### config.mk
export PLATFORM = sky130hd
export DESIGN_NAME = fir_out_decimator
export DESIGN_NICKNAME = d
export VERILOG_FILES = /design/src/rtl/fir_out_decimator.sv
export SDC_FILE = /design/constraint.sdc
export NUM_CORES = 1
export LEC_CHECK = 0
export CORE_UTILIZATION = 48
export DETAILED_ROUTE_END_ITERATION = 7
export GPL_TIMING_DRIVEN = 0
export PLACE_DENSITY = 0.75
export REMOVE_ABC_BUFFERS = 1
export SLEW_MARGIN = 10
export SYNTH_ARGS = -nofsm -noshare
export SYNTH_HDL_FRONTEND = slang
export SYNTH_SLANG_ARGS = --single-unit
### constraint.sdc
create_clock -name clk -period 2.6 [get_ports clk]
set_input_delay 0.39 -clock clk [delete_from_list [all_inputs] [get_ports clk]]
set_output_delay 0.39 -clock clk [all_outputs]
set_load 0.05 [all_outputs]
### src/rtl/fir_out_decimator.sv
// fir_out_decimator: block-averages the FIR result by 2^LOG2_DEC samples.
// The result is gain-shifted, saturated to OUT_SIZE bits and sent on a
// valid/ready port.
// Ports: clk, reset (sync, active-high); y_n/y_valid sample input;
// m_tdata/m_tvalid/m_tready output port; sat_flag/drop_flag sticky flags.
module fir_out_decimator #(
  parameter int Y_N_SIZE   = 11,
  parameter int OUT_SIZE   = 8,
  parameter int LOG2_DEC   = 2,
  parameter int GAIN_SHIFT = 0
) (
  input  logic                       clk,
  input  logic                       reset,
  input  logic signed [Y_N_SIZE-1:0] y_n,
  input  logic                       y_valid,
  output logic signed [OUT_SIZE-1:0] m_tdata,
  output logic                       m_tvalid,
  input  logic                       m_tready,
  output logic                       sat_flag,
  output logic                       drop_flag
);

  localparam int N     = 1 << LOG2_DEC;
  localparam int ACC_W = Y_N_SIZE + LOG2_DEC;
  localparam int SH    = LOG2_DEC + GAIN_SHIFT;

  localparam logic [LOG2_DEC-1:0] CNT_ONE  = LOG2_DEC'(1);
  localparam logic [LOG2_DEC-1:0] CNT_LAST = LOG2_DEC'(N - 1);

  localparam logic [OUT_SIZE-1:0] OUT_MAX =
    {1'b0, {(OUT_SIZE-1){1'b1}}};
  localparam logic [OUT_SIZE-1:0] OUT_MIN =
    {1'b1, {(OUT_SIZE-1){1'b0}}};

  typedef enum logic {
    IDLE,
    ACCUM
  } state_t;

  state_t                     state, state_n;
  logic signed [ACC_W-1:0]    acc, acc_n;
  logic [LOG2_DEC-1:0]        cnt, cnt_n;
  logic signed [ACC_W-1:0]    y_ext;
  logic signed [ACC_W-1:0]    total;
  logic signed [ACC_W-1:0]    q;
  logic [ACC_W-OUT_SIZE:0]    q_hi;
  logic                       done;
  logic                       clamp;
  logic [OUT_SIZE-1:0]        res;

  assign y_ext = {{LOG2_DEC{y_n[Y_N_SIZE-1]}}, y_n};
  assign total = acc + y_ext;
  assign q     = total >>> SH;

  // q fits the output when every bit above the output sign bit
  // matches it.
  assign q_hi  = q[ACC_W-1:OUT_SIZE-1];
  assign clamp = !((&q_hi) || !(|q_hi));

  always_comb begin
    res = q[OUT_SIZE-1:0];
    if (clamp) begin
      res = q[ACC_W-1] ? OUT_MIN : OUT_MAX;
    end
  end

  always_comb begin
    state_n = state;
    acc_n   = acc;
    cnt_n   = cnt;
    done    = 1'b0;
    unique case (state)
      IDLE: begin
        if (y_valid) begin
          acc_n   = y_ext;
          cnt_n   = CNT_ONE;
          state_n = ACCUM;
        end
      end
      ACCUM: begin
        if (!y_valid) begin
          // A gap in the stream throws away the partial block.
          acc_n   = '0;
          cnt_n   = '0;
          state_n = IDLE;
        end else if (cnt == CNT_LAST) begin
          done  = 1'b1;
          acc_n = '0;
          cnt_n = '0;
        end else begin
          acc_n = total;
          cnt_n = cnt + 1'b1;
        end
      end
      default: begin
        state_n = IDLE;
      end
    endcase
  end

  always_ff @(posedge clk) begin
    if (reset) begin
      state <= IDLE;
      acc   <= '0;
      cnt   <= '0;
    end else begin
      state <= state_n;
      acc   <= acc_n;
      cnt   <= cnt_n;
    end
  end

  always_ff @(posedge clk) begin
    if (reset) begin
      m_tdata   <= '0;
      m_tvalid  <= 1'b0;
      sat_flag  <= 1'b0;
      drop_flag <= 1'b0;
    end else begin
      if (done && clamp) begin
        sat_flag <= 1'b1;
      end
      unique case (1'b1)
        done && (!m_tvalid || m_tready): begin
          m_tdata  <= res;
          m_tvalid <= 1'b1;
        end
        done && m_tvalid && !m_tready: begin
          drop_flag <= 1'b1;
        end
        !done && m_tvalid && m_tready: begin
          m_tvalid <= 1'b0;
        end
        default: begin
        end
      endcase
    end
  end

endmodule

# --- Word level (Yosys, flattened, before mapping) ---
# Cells that the tools add are included.
# Widths: inputs -> output; s select.
word_totals:
  reg_bits: 27
  input_bits: 15
  word_cells: 43
classes:
  n_addsub: 2
  n_eq_ne: 2
  n_mux: 15
  bitwise_logic: 1
  n_reduce_logical: 16
ops:
  columns: ["operator", "count"]
  rows:
  - ["$mux 13", 3]
  - ["$pmux 13 s2", 1]
  - ["$mux 8", 2]
  - ["$add 13x11->13", 1]
  - ["$logic_and 1x1->1", 6]
  - ["$mux 2", 3]
  - ["$logic_not 1->1", 5]
  - ["$mux 1", 4]
  - ["$pmux 2 s2", 1]
  - ["$reduce_and 4->1", 1]
  - ["$reduce_or 4->1", 1]
  - ["$add 2x1->2 const B", 1]
  - ["$eq 2x2->1 const B", 1]
  - ["$logic_or 1x1->1", 2]
  - ["$ne 2x2->1 const B", 1]
  - ["$pmux 1 s2", 1]
  - ["$reduce_bool 2->1", 1]
  - ["$not 1->1", 1]

# --- Longest topological paths before layout ---
# Gate-level depths: netlist (run 1).
depth:
  ltp_word: 8
  depth_mapped: 12

# --- Worst setup path before layout (run 1) ---
# No wires, ideal clock.
synth_path:
  kind: "input-to-reg"
  from: "input port y_n[0]"
  to: "register sat_flag"
  setup_ps: 117
  arrival_time_ps: 2568
  t_required_ps: 2483
  setup_slack_ps: -84
  path_stages: 12
  n_path_buf: 1
  path_cell_list: "ha_1 > inv_1 > fa_1 > nor2b_1 > o2111a_1 > o2111a_1 > nor3_1 > or3_1 > and2_1 > o2bb2a_4 > buf_6 > a22o_1"
synth_via:
  elab_chain_len: 6
synth_lines:
  columns: ["element", "line_no", "rtl"]
  rows:
  - ["start: declaration", "14", "input logic signed [Y_N_SIZE-1:0] y_n,"]
  - ["$add 13x11->13 (*)", "52", "assign total = acc + y_ext;"]
  - ["$reduce_or 4->1", "58", "assign clamp = !((&q_hi) || !(|q_hi));"]
  - ["$logic_not 1->1", "58", null]
  - ["$logic_or 1x1->1 (*)", "58", null]
  - ["$logic_not 1->1 (*)", "58", null]
  - ["$logic_and 1x1->1 (*)", "120", "if (done && clamp) begin"]
  - ["end signal: assignment", "117", "sat_flag <= 1'b0;"]
  - ["end signal: assignment", "121", "sat_flag <= 1'b1;"]
  - ["end: declaration", "19", "output logic sat_flag,"]
# Mark *: on every way between the ends. The rest lies on a longest branch, timed or not.
# A chain may end at the register's enable or synchronous reset.

# --- Worst setup path in the final report (run 1) ---
layout_path:
  from: "input port y_n[4]"
  to: "register sat_flag"
# The elaborated chain is that of the path after synthesis.

==> out/metrics.csv, run 1 <==
stage;metric;value;unit
layout;diodes;0;
setup_path;reg2reg_to;m_tdata[4];
timing;worst_slew_pin_slew;1.06;ns
timing;period_share;1.01;
layout;area_delta_synth_final;34.0;%
worst_hold_path;worstHoldPathCells;2;
setup_path;max_stage_delay;0.47;ns
place;place_ws;-0.818;ns
timing;rsz0062_at_grt;true;
layout;final_area;0.00225;sq mm
die;die_width;61.2;microns
clock_tree;cts_buffer_depth;2;
worst_hold_path;whs_endpoint;acc[9];
global_route;grt.total_usage;0.227;
route;vias_per_cell;5.44;
clock_tree;cts.clk_slew.worst_paths;0.14;ns
clock_tree;cts_hold_buf;0;
clock_tree;cts_sinks;27;
route;drtIter0Drc;69;
route;avgRoutedWirePerCell;13.8;microns
worst_hold_path;hold_path_class;register to register;
yosys;synthFlopType;dfxtp_1;
place;gp_congestion;0.817;
setup_path;cp_max_fo;8;
timing;setup_slack;-0.0349;ns
setup_path;reg2reg_slack;-0.03;ns
yosys;synth_enable_flop_cells;0;
worst_hold_path;hp-start;acc[9];
global_route;grt_pass1_wl;6320;microns
route;vias;1568;
place;portBuffers;25;
run;max_cap_violations;0;
place;post_dp_cell_area;0.00197;sq mm
timing;setup_viol;6;
yosys;syn_avg_cell_area;8.13;sq um
setup_path;cp_slowest_cell;clkdlybuf4s50_1;
global_route;grt_pass1_vias;1435;
die;rows;21;
clock_tree;clkLatencyLatePin;0.32;ns
timing;fin_crit;2.63;ns
timing;clock_skew;0.00563;ns
global_route;grt_overflow;0;
timing;fmax;380;MHz
yosys;syn_inst;207;
route;wl;3970;microns
yosys;ys_seq_elements;27;
yosys;async_reset_ff_frac;0;
setup_path;cp-end-kind;register;
layout;layout.nets;272;
setup_path;cp_cell_sequence;clkdlybuf4s50_1, ha_4, nand3_1, o2111ai_2, o21ai_1, and2b_2, xnor2_1, or3_1, o2bb2a_4, a22o_1;
clock_tree;htree_levels;1;
setup_path;cp.required;2.83;ns
yosys;syn_area;0.00168;sq mm
clock_tree;cts_tree;yes;
run_status;status;complete, but fails checks;
setup_path;crit_type;input port to register;
yosys;synth_seq_area_share;0.321;
layout;drive_gt1_frac;0.207;
route;drcViolationCount;0;
power;leakage;0.874;nW
layout;fillCellCount;282;
power;ir_worst_vdd;0.187;mV
setup_path;r2r_start;acc[0];
die;start_util;0.504;
timing;slew_viol_final;0;
place;hpwl;2540;microns
die;io-pin-count;26;
timing;finalHoldViolCount;0;
route;firstDrtPassIters;4;
timing;max_slew_margin;0.289;
die;dieArea;0.00375;sq mm
clock_tree;cts_inserted_buffers;3;
route;antenna_left;0;
global_route;grt_max_degree;21;
yosys;ys_types;39;
die;fp.coreArea;0.00334;sq mm
clock_tree;cts_root_buf;clkbuf_4;
yosys;yosysWarnings;0;
setup_path;start_kind;input port;
die;dieHeight;61.2;microns
run_status;violations;negative setup slack;
setup_path;rr_worst_depth;11;
power;power.density;407;mW/mm^2
global_route;antenna_found_initial;0;
setup_path;arrival;2.87;ns
[synthesized netlist by cell type, types with 3 or more instances]
| cell | n | area share |
|---|---|---|
| nand3_1 | 5 | 0.015 |
| nor2_1 | 20 | 0.045 |
| xnor2_1 | 9 | 0.047 |
| o21ai_0 | 16 | 0.048 |
| inv_1 | 7 | 0.016 |
| clkbuf_1 | 6 | 0.013 |
| nor3_1 | 5 | 0.015 |
| ha_1 | 13 | 0.097 |
| a22o_1 | 3 | 0.016 |
| dfxtp_1 | 27 | 0.32 |
| o21a_1 | 3 | 0.013 |
| a21oi_1 | 18 | 0.054 |
| or3_1 | 3 | 0.011 |
| o32ai_1 | 7 | 0.036 |
| nand2_1 | 24 | 0.054 |
| nor2b_1 | 14 | 0.052 |
[final cells by class]
class | count | area, sq um | area share
inverter | 7 | 26.3 | 0.0117
timing repair buffer | 39 | 349 | 0.155
clock buffer | 3 | 22.5 | 0.00999
clock inverter | 1 | 5.00 | 0.00222
multi-input combinational | 165 | 1250 | 0.555
tap | 46 | 57.6 | 0.0255
sequential | 27 | 542 | 0.240
[through the flow]
step	instances	util	power (mW)	setup TNS, ns	hold slack, ns
2_1_floorplan	199	-	0.615	-0.427	0.429
3_3_place_gp	270	0.585	0.681	-9.71	0.441
3_5_place_dp	271	0.589	0.685	-8.19	0.450
4_1_cts	284	0.662	0.907	-0.245	0.481
5_1_grt	288	0.676	0.977	-0.905	0.501
6_report	288	0.676	0.917	-0.103	0.481
[kinds of logic after synthesis]
logic type	after synthesis	synth area share
AND/OR/NAND/NOR	80	0.233
AO/OA/AOI/OAI	59	0.236
flip-flops	27	0.321
buffers and inverters	15	0.0379
adder cells (fa/ha/maj)	14	0.109
XOR/XNOR	11	0.0573
multiplexers	1	0.00595
[what timing repair did]
| item | CTS | global route |
|---|---|---|
| endpoints found under the setup margin | 10 | 8 |
| pin swaps | 9 | 10 |
| buffers inserted | 9 | 4 |
| gates resized for setup | 31 | 4 |
| endpoints found under the hold margin | 0 | 0 |
[worst max-delay path: cells and delay by family]
family / cells / cell delay [ns]
adders and majority gates: 1 / 0.33
AOI/OAI and AO/OA: 4 / 0.80
buffers and inverters: 1 / 0.47
and+or+nand+nor: 3 / 0.70
xor gates and xnor gates: 1 / 0.17
[layer usage]
layer | vias up | routed length (microns) | global-route usage
met2 | 34 | 1910 | 0.385
met4 | 0 | 58 | 0.0682
li1 | 801 | - | -
met5 | - | 0 | 0
met3 | 6 | 139 | 0.0336
met1 | 727 | 1860 | 0.297
[cell usage in the layout, fill, tap and decap left out, drive strengths merged, types with 2 or more instances in the layout]
cell type / instances
a21oi: 18
xnor2: 9
o21ai: 16
xor2: 2
nor2: 20
nand3: 5
dfxtp: 27
dlygate4sd2: 5
or3: 3
ha: 13
o21a: 3
o32ai: 7
a22o: 3
and2: 2
nor2b: 14
buf: 14
clkdlybuf4s50: 20
nand2b: 2
clkbuf: 3
o211a: 2
o2111a: 2
inv: 7
nand2: 24
nor3: 6
[power breakdown]
part	switching [mW]	internal (mW)	leakage (nW)
logic	0.146	0.142	0.635
clock network	0.126	0.0577	0.0177
registers	0.0155	0.430	0.221
[how the worst max path moves through the flow]
stage            from          to  slack, ns  depth (start not counted)
2_1_floorplan  y_n[0]  m_tdata[0]      -0.07                         11
3_3_place_gp   y_n[0]  m_tdata[0]      -0.81                         12
3_5_place_dp   y_n[0]  m_tdata[2]      -0.82                         12
4_1_cts        acc[0]  m_tdata[2]      -0.03                         11
5_1_grt        acc[0]  m_tdata[4]      -0.13                         11
6_report       y_n[4]    sat_flag      -0.03                         10
[flip-flops by register name (all words and copies together), names as in the netlist]
name,flops
acc,13
cnt,2
m_tvalid,1
drop_flag,1
state,1
sat_flag,1
m_tdata,8
Power figures use the tool's default switching activity.
==> inputs of run 2 (changes only) <==
- clock period: 2.6 -> 2.4 ns (I/O delays scaled with it)
==> run 2 against run 1 <==
  * The flow still finishes with violations (negative setup slack)
  * Non-clock buffer count is 3 lower
  * Global-route usage is 0.18 points lower
  * Utilization is 0.19 points lower
  * Clock skew is 0.0024 ns higher
  * Clock power is 8% higher
  * Worst setup slack worse by 0.23 ns
  * Clock-buffer cell count stayed put
  * Combinational power is 8.3% higher
  * Critical path type is now register to register
  * Largest power group unchanged
==> out/metrics.csv, run 2 (synthesis results as in run 1) <==
stage;metric;value;unit
timing;worst_slew_pin_slew;1.06;ns
setup_path;cp_slowest_cell;dfxtp_2;
place;dp_cells;271;
route;firstDrtPassIters;4;
layout;layout_commonest_cell;dfxtp_1;
timing;setup_slack;-0.263;ns
layout;largest_registers;acc (13), m_tdata (8), cnt (2);
route;antenna_left;0;
route;drt-met1-wl;1810;microns
route;avgRoutedWirePerCell;13.4;microns
route;highest_layer;met4;
route;wl_met3;127;microns
run_status;status;complete, but fails checks;
setup_path;cp_max_fo;8;
layout;largest_reg_flops;13;
layout;fillCellCount;283;
clock_tree;cts.clk_slew.worst_paths;0.15;ns
setup_path;cpLargestDelayFamily;compound AO/OA/AOI/OAI gates;
global_route;grt.total_usage;0.225;
clock_tree;cts_tree;yes;
die;dieHeight;61.2;microns
global_route;grt_overflow;0;
die;die_width;61.2;microns
setup_path;path_common_cell;o2111a_1;
setup_path;cp-end-kind;register;
clock_tree;cts_inserted_buffers;3;
place;place_ws;-0.988;ns
timing;max_slew_margin;0.295;
power;power.density;441;mW/mm^2
power;ir_worst_vdd;0.202;mV
setup_path;cp.required;2.63;ns
clock_tree;cts_sinks;27;
layout;layout.nets;269;
timing;rsz0062_at_grt;true;
power;leakage;0.866;nW
place;gp_congestion;0.817;
run_status;violations;negative setup slack;
place;portBuffers;25;
run;max_cap_violations;0;
layout;regMostFlops;acc;
layout;mostFrequentLayoutCells;dfxtp_1 (26), nand2_1 (24), clkdlybuf4s50_1 (20), nor2_1 (19), a21oi_1 (17);
clock_tree;cts_root_buf;clkbuf_4;
die;io-pin-count;26;
setup_path;cp_cell_sequence;ha_4, inv_2, fa_2, nor2b_4, o2111a_1, o2111a_1, nor3_2, or3_1, and2_4, o2bb2a_4, a22o_1;
clock_tree;clkLatencyLatePin;0.32;ns
timing;period_share;1.11;
die;fp.coreArea;0.00334;sq mm
timing;finalHoldViolCount;0;
layout;diodes;0;
timing;clock_skew;0.00806;ns
route;wl;3830;microns
timing;slew_viol_final;0;
layout;area_delta_synth_final;33.6;%
global_route;antenna_found_initial;0;
setup_path;critical_path_buf_inv_count;1;
timing;finalSetupTns;-1.99;ns
route;route.met2.wl;1860;microns
timing;fin_crit;2.66;ns
route;drcViolationCount;0;
layout;drive_gt1_frac;0.209;
clock_tree;htree_levels;1;
setup_path;start_kind;register;
layout;stdcell_count;285;
timing;fmax;376;MHz
setup_path;crit_type;register to register;
clock_tree;cts_buffer_depth;2;
setup_path;arrival;2.89;ns
global_route;grt_pass1_wl;6290;microns
global_route;grt_pass1_vias;1430;
die;start_util;0.504;
global_route;grt_max_degree;21;
route;drtIter0Drc;77;
setup_path;max_stage_delay;0.38;ns
die;rows;21;
layout;multiInputGateArea;0.00127;sq mm
die;dieArea;0.00375;sq mm
timing;setup_viol;10;
route;vias_per_cell;5.44;
place;hpwl;2540;microns
layout;ff_latch_area;542;sq um
clock_tree;cts_hold_buf;0;
worst_hold_path;hold_path_class;register to register;
route;vias;1549;
[run 2: cell count changes in the layout (fill, tap and decap cells not counted)]
cell and delta:
buf_4 -3, o21ai_0 -2, o21ai_1 +2, a21oi_1 -1, a21oi_2 +1, nor3_1 -1
nor3_2 +1, xnor2_1 -1, xnor2_2 +1
[run 2: metrics by stage]
step	hold slack [ns]	util	area, sq um	power, mW
after floorplan	0.429	-	1650	0.666
after global placement	0.441	0.585	1950	0.738
after detailed placement	0.450	0.589	1970	0.742
after CTS	0.481	0.660	2200	0.981
after global routing	0.501	0.674	2250	1.06
final	0.477	0.674	2250	0.992
[run 2: path summary, 6_finish.rpt]
check             slack (ns)  depth (start not counted)       end  startpoint
setup reg to reg       -0.26                         11  sat_flag      acc[0]
setup / recovery       -0.26                         11  sat_flag      acc[0]
hold / removal          0.48                          2   acc[12]     acc[12]
hold reg to reg         0.48                          2   acc[12]     acc[12]
[run 2: worst min-delay path, stage by stage, from the launching register on]
cell     delay [ns]
dfxtp_1        0.35
nand2_1        0.05
o21ai_1        0.05
[run 2: timing repair]
item | 4_1_cts | 5_1_grt
endpoints found under the setup margin | 13 | 12
pin swaps | 9 | 14
resized for setup | 33 | 7
setup buffers | 8 | 4
[run 2: power by group]
part	switching [mW]	internal, mW	total [mW]
Sequential	0.0168	0.466	0.483
Clock	0.135	0.0624	0.197
Combinational	0.158	0.154	0.312
Total	0.310	0.682	0.992
[run 2: routing by layer]
layer / vias up / track usage
li1: 795 / -
met5: - / 0
met4: 0 / 0.0682
met3: 4 / 0.0336
met2: 32 / 0.379
met1: 718 / 0.297
[run 2: layout make-up]
class / count / area share
Sequential cell: 27 / 0.241
Clock inverter: 1 / 0.00223
Multi-Input combinational cell: 165 / 0.564
Inverter: 7 / 0.0117
Clock buffer: 3 / 0.0100
Timing Repair Buffer: 36 / 0.145
Tap cell: 46 / 0.0256
==> inputs of run 3 (changes only) <==
- ABC_AREA: unset -> 1
- CAP_MARGIN: unset -> 20
- CORE_UTILIZATION: 48 -> 50
- PLACE_DENSITY: 0.75 -> 0.77
==> run 3 against run 2 <==
  * The run now ends clean
  * Design area up 7.2%
  * Area after synthesis up 14%
  * Largest cell class unchanged
  * Routed wire length up 30%
==> out/metrics.csv, run 3 <==
stage;metric;value;unit
run_status;status;complete, no violations;
clock_tree;cts_tree;yes;
run;max_cap_violations;0;
power;leakage;1.17;nW
timing;worst_slew_pin_slew;1.07;ns
layout;multiInputGateArea;0.00134;sq mm
timing;period_share;0.954;
yosys;synth_seq_area_share;0.281;
setup_path;cp.required;2.58;ns
route;antenna_left;0;
route;firstDrtPassIters;5;
route;drcViolationCount;0;
yosys;ys_types;24;
clock_tree;cts.clk_slew.worst_paths;0.10;ns
layout;mostFrequentLayoutCells;nand2_1 (87), inv_1 (38), nor2_1 (32), dfxtp_1 (27), clkdlybuf4s50_1 (24);
place;dp_cells;373;
timing;finalHoldViolCount;0;
clock_tree;cts_hold_buf;0;
die;io-pin-count;26;
timing;setup_viol;0;
place;gp_congestion;0.896;
layout;regMostFlops;acc;
timing;slew_viol_final;0;
yosys;async_reset_ff_frac;0;
global_route;grt_pass1_vias;1834;
global_route;grt.total_usage;0.253;
yosys;ys_seq_elements;27;
timing;max_slew_margin;0.285;
place;portBuffers;25;
layout;area_delta_synth_final;25.4;%
layout;layout_commonest_cell;nand2_1;
die;fp.coreArea;0.00366;sq mm
power;power.density;479;mW/mm^2
layout;stdcell_count;380;
layout;layout.nets;362;
yosys;synthFlopType;dfxtp_1;
clock_tree;cts_sinks;27;
layout;diodes;0;
timing;fmax;437;MHz
setup_path;crit_type;input port to register;
yosys;synth_most_common_cell;nand2_1;
power;ir_worst_vdd;0.265;mV
global_route;grt_pass1_wl;8140;microns
die;dieHeight;64.0;microns
yosys;synth_area_leader_cell;dfxtp_1;
die;die_width;64.0;microns
yosys;syn_area;0.00192;sq mm
clock_tree;cts_root_buf;clkbuf_8;
clock_tree;htree_levels;1;
route;avgRoutedWirePerCell;13.1;microns
clock_tree;cts_buffer_depth;2;
global_route;grt_max_degree;24;
timing;rsz0062_at_grt;false;
setup_path;start_kind;input port;
route;wl;4980;microns
setup_path;arrival;2.47;ns
clock_tree;cts_inserted_buffers;3;
clock_tree;clkLatencyLatePin;0.28;ns
yosys;ys_top_cells_by_count;nand2_1 (89), nor2_1 (40), inv_1 (39), dfxtp_1 (27), nand3_1 (21);
route;vias_per_cell;5.28;
die;rows;22;
yosys;synthTopCellsByArea;dfxtp_1 (28%), nand2_1 (17%), ha_1 (8.5%);
route;drtIter0Drc;144;
layout;largest_reg_flops;13;
global_route;antenna_found_initial;0;
worst_hold_path;hold_path_class;input port to register;
die;start_util;0.525;
yosys;syn_avg_cell_area;6.28;sq um
yosys;synth_enable_flop_cells;0;
layout;ff_latch_area;541;sq um
die;dieArea;0.00410;sq mm
setup_path;cp_max_fo;7;
layout;drive_gt1_frac;0.142;
timing;fin_crit;2.29;ns
power;fin_total_pwr;1.15;mW
yosys;syn_inst;306;
global_route;grt_overflow;0;
yosys;synth_top_area_frac;0.281;
layout;largest_registers;acc (13), m_tdata (8), cnt (2);
place;hpwl;3440;microns
timing;clock_skew;0.00359;ns
yosys;yosysWarnings;0;
route;vias;2007;
layout;fillCellCount;334;
timing;finalSetupTns;0;ns
setup_path;cp-end-kind;register;
## run 3: critical path, cell delays in order
cell             delay (ns)
clkdlybuf4s50_1        0.43
ha_1                   0.38
nand2_1                0.11
nand3_1                0.22
nand3_2                0.17
nand3_2                0.08
nand2_1                0.07
nand2_1                0.10
o21ai_2                0.21
nand2_2                0.15
nor2_1                 0.14
nor2_1                 0.05
## run 3: final cells by class
class,instances,area share
clock buffer,4,0.0187
multi-input combinational,232,0.554
sequential,27,0.224
timing repair buffer,28,0.114
inverter,41,0.0638
tap,48,0.0249
## run 3: worst paths after layout
path / from / end / slack (ns) / cells after the start
max: y_n[2] / m_tdata[4] / 0.11 / 12
max reg2reg: acc[0] / m_tdata[5] / 0.24 / 16
min reg2reg: acc[7] / acc[7] / 0.48 / 2
min: y_n[0] / acc[0] / 0.44 / 3
## run 3: layer usage
| layer | global-route usage | part of all wire |
|---|---|---|
| met5 | 0 | 0 |
| met4 | 0.0795 | 0.0086 |
| met1 | 0.336 | 0.48 |
| met3 | 0.0357 | 0.049 |
| met2 | 0.419 | 0.46 |
## run 3: repair_timing
| item | 4_1_cts | 5_1_grt |
|---|---|---|
| cloned | 0 | 0 |
| pin swaps | 0 | 5 |
| setup endpoints to repair | 8 | 8 |
| resized for setup | 6 | 26 |
| buffers inserted | 0 | 3 |
## run 3: report_power, final
part           internal [mW]  switching, mW  leakage, nW
sequential             0.466         0.0146        0.220
combinational          0.148          0.249        0.926
clock                  0.119          0.158       0.0228
total                  0.733          0.421         1.17
## run 3: cell families after synthesis
group	count (synthesis)	synth area share
AND/OR/NAND/NOR	171	0.381
flip-flops	27	0.281
buffers and inverters	47	0.0924
adder cells (fa/ha/maj)	14	0.0950
XOR/XNOR	8	0.0364
AO/OA/AOI/OAI	39	0.115
## run 3: through the flow
stage          worst slack [ns]  hold WS (ns)   util  instance area (sq um)
6_report                  0.110         0.439  0.659                   2410
5_1_grt                 0.00365         0.484  0.659                   2410
4_1_cts                  0.0474         0.480  0.621                   2270
3_5_place_dp             -0.449         0.465  0.604                   2210
3_3_place_gp             -0.374         0.456  0.604                   2210
2_1_floorplan             0.400         0.429      -                   1900
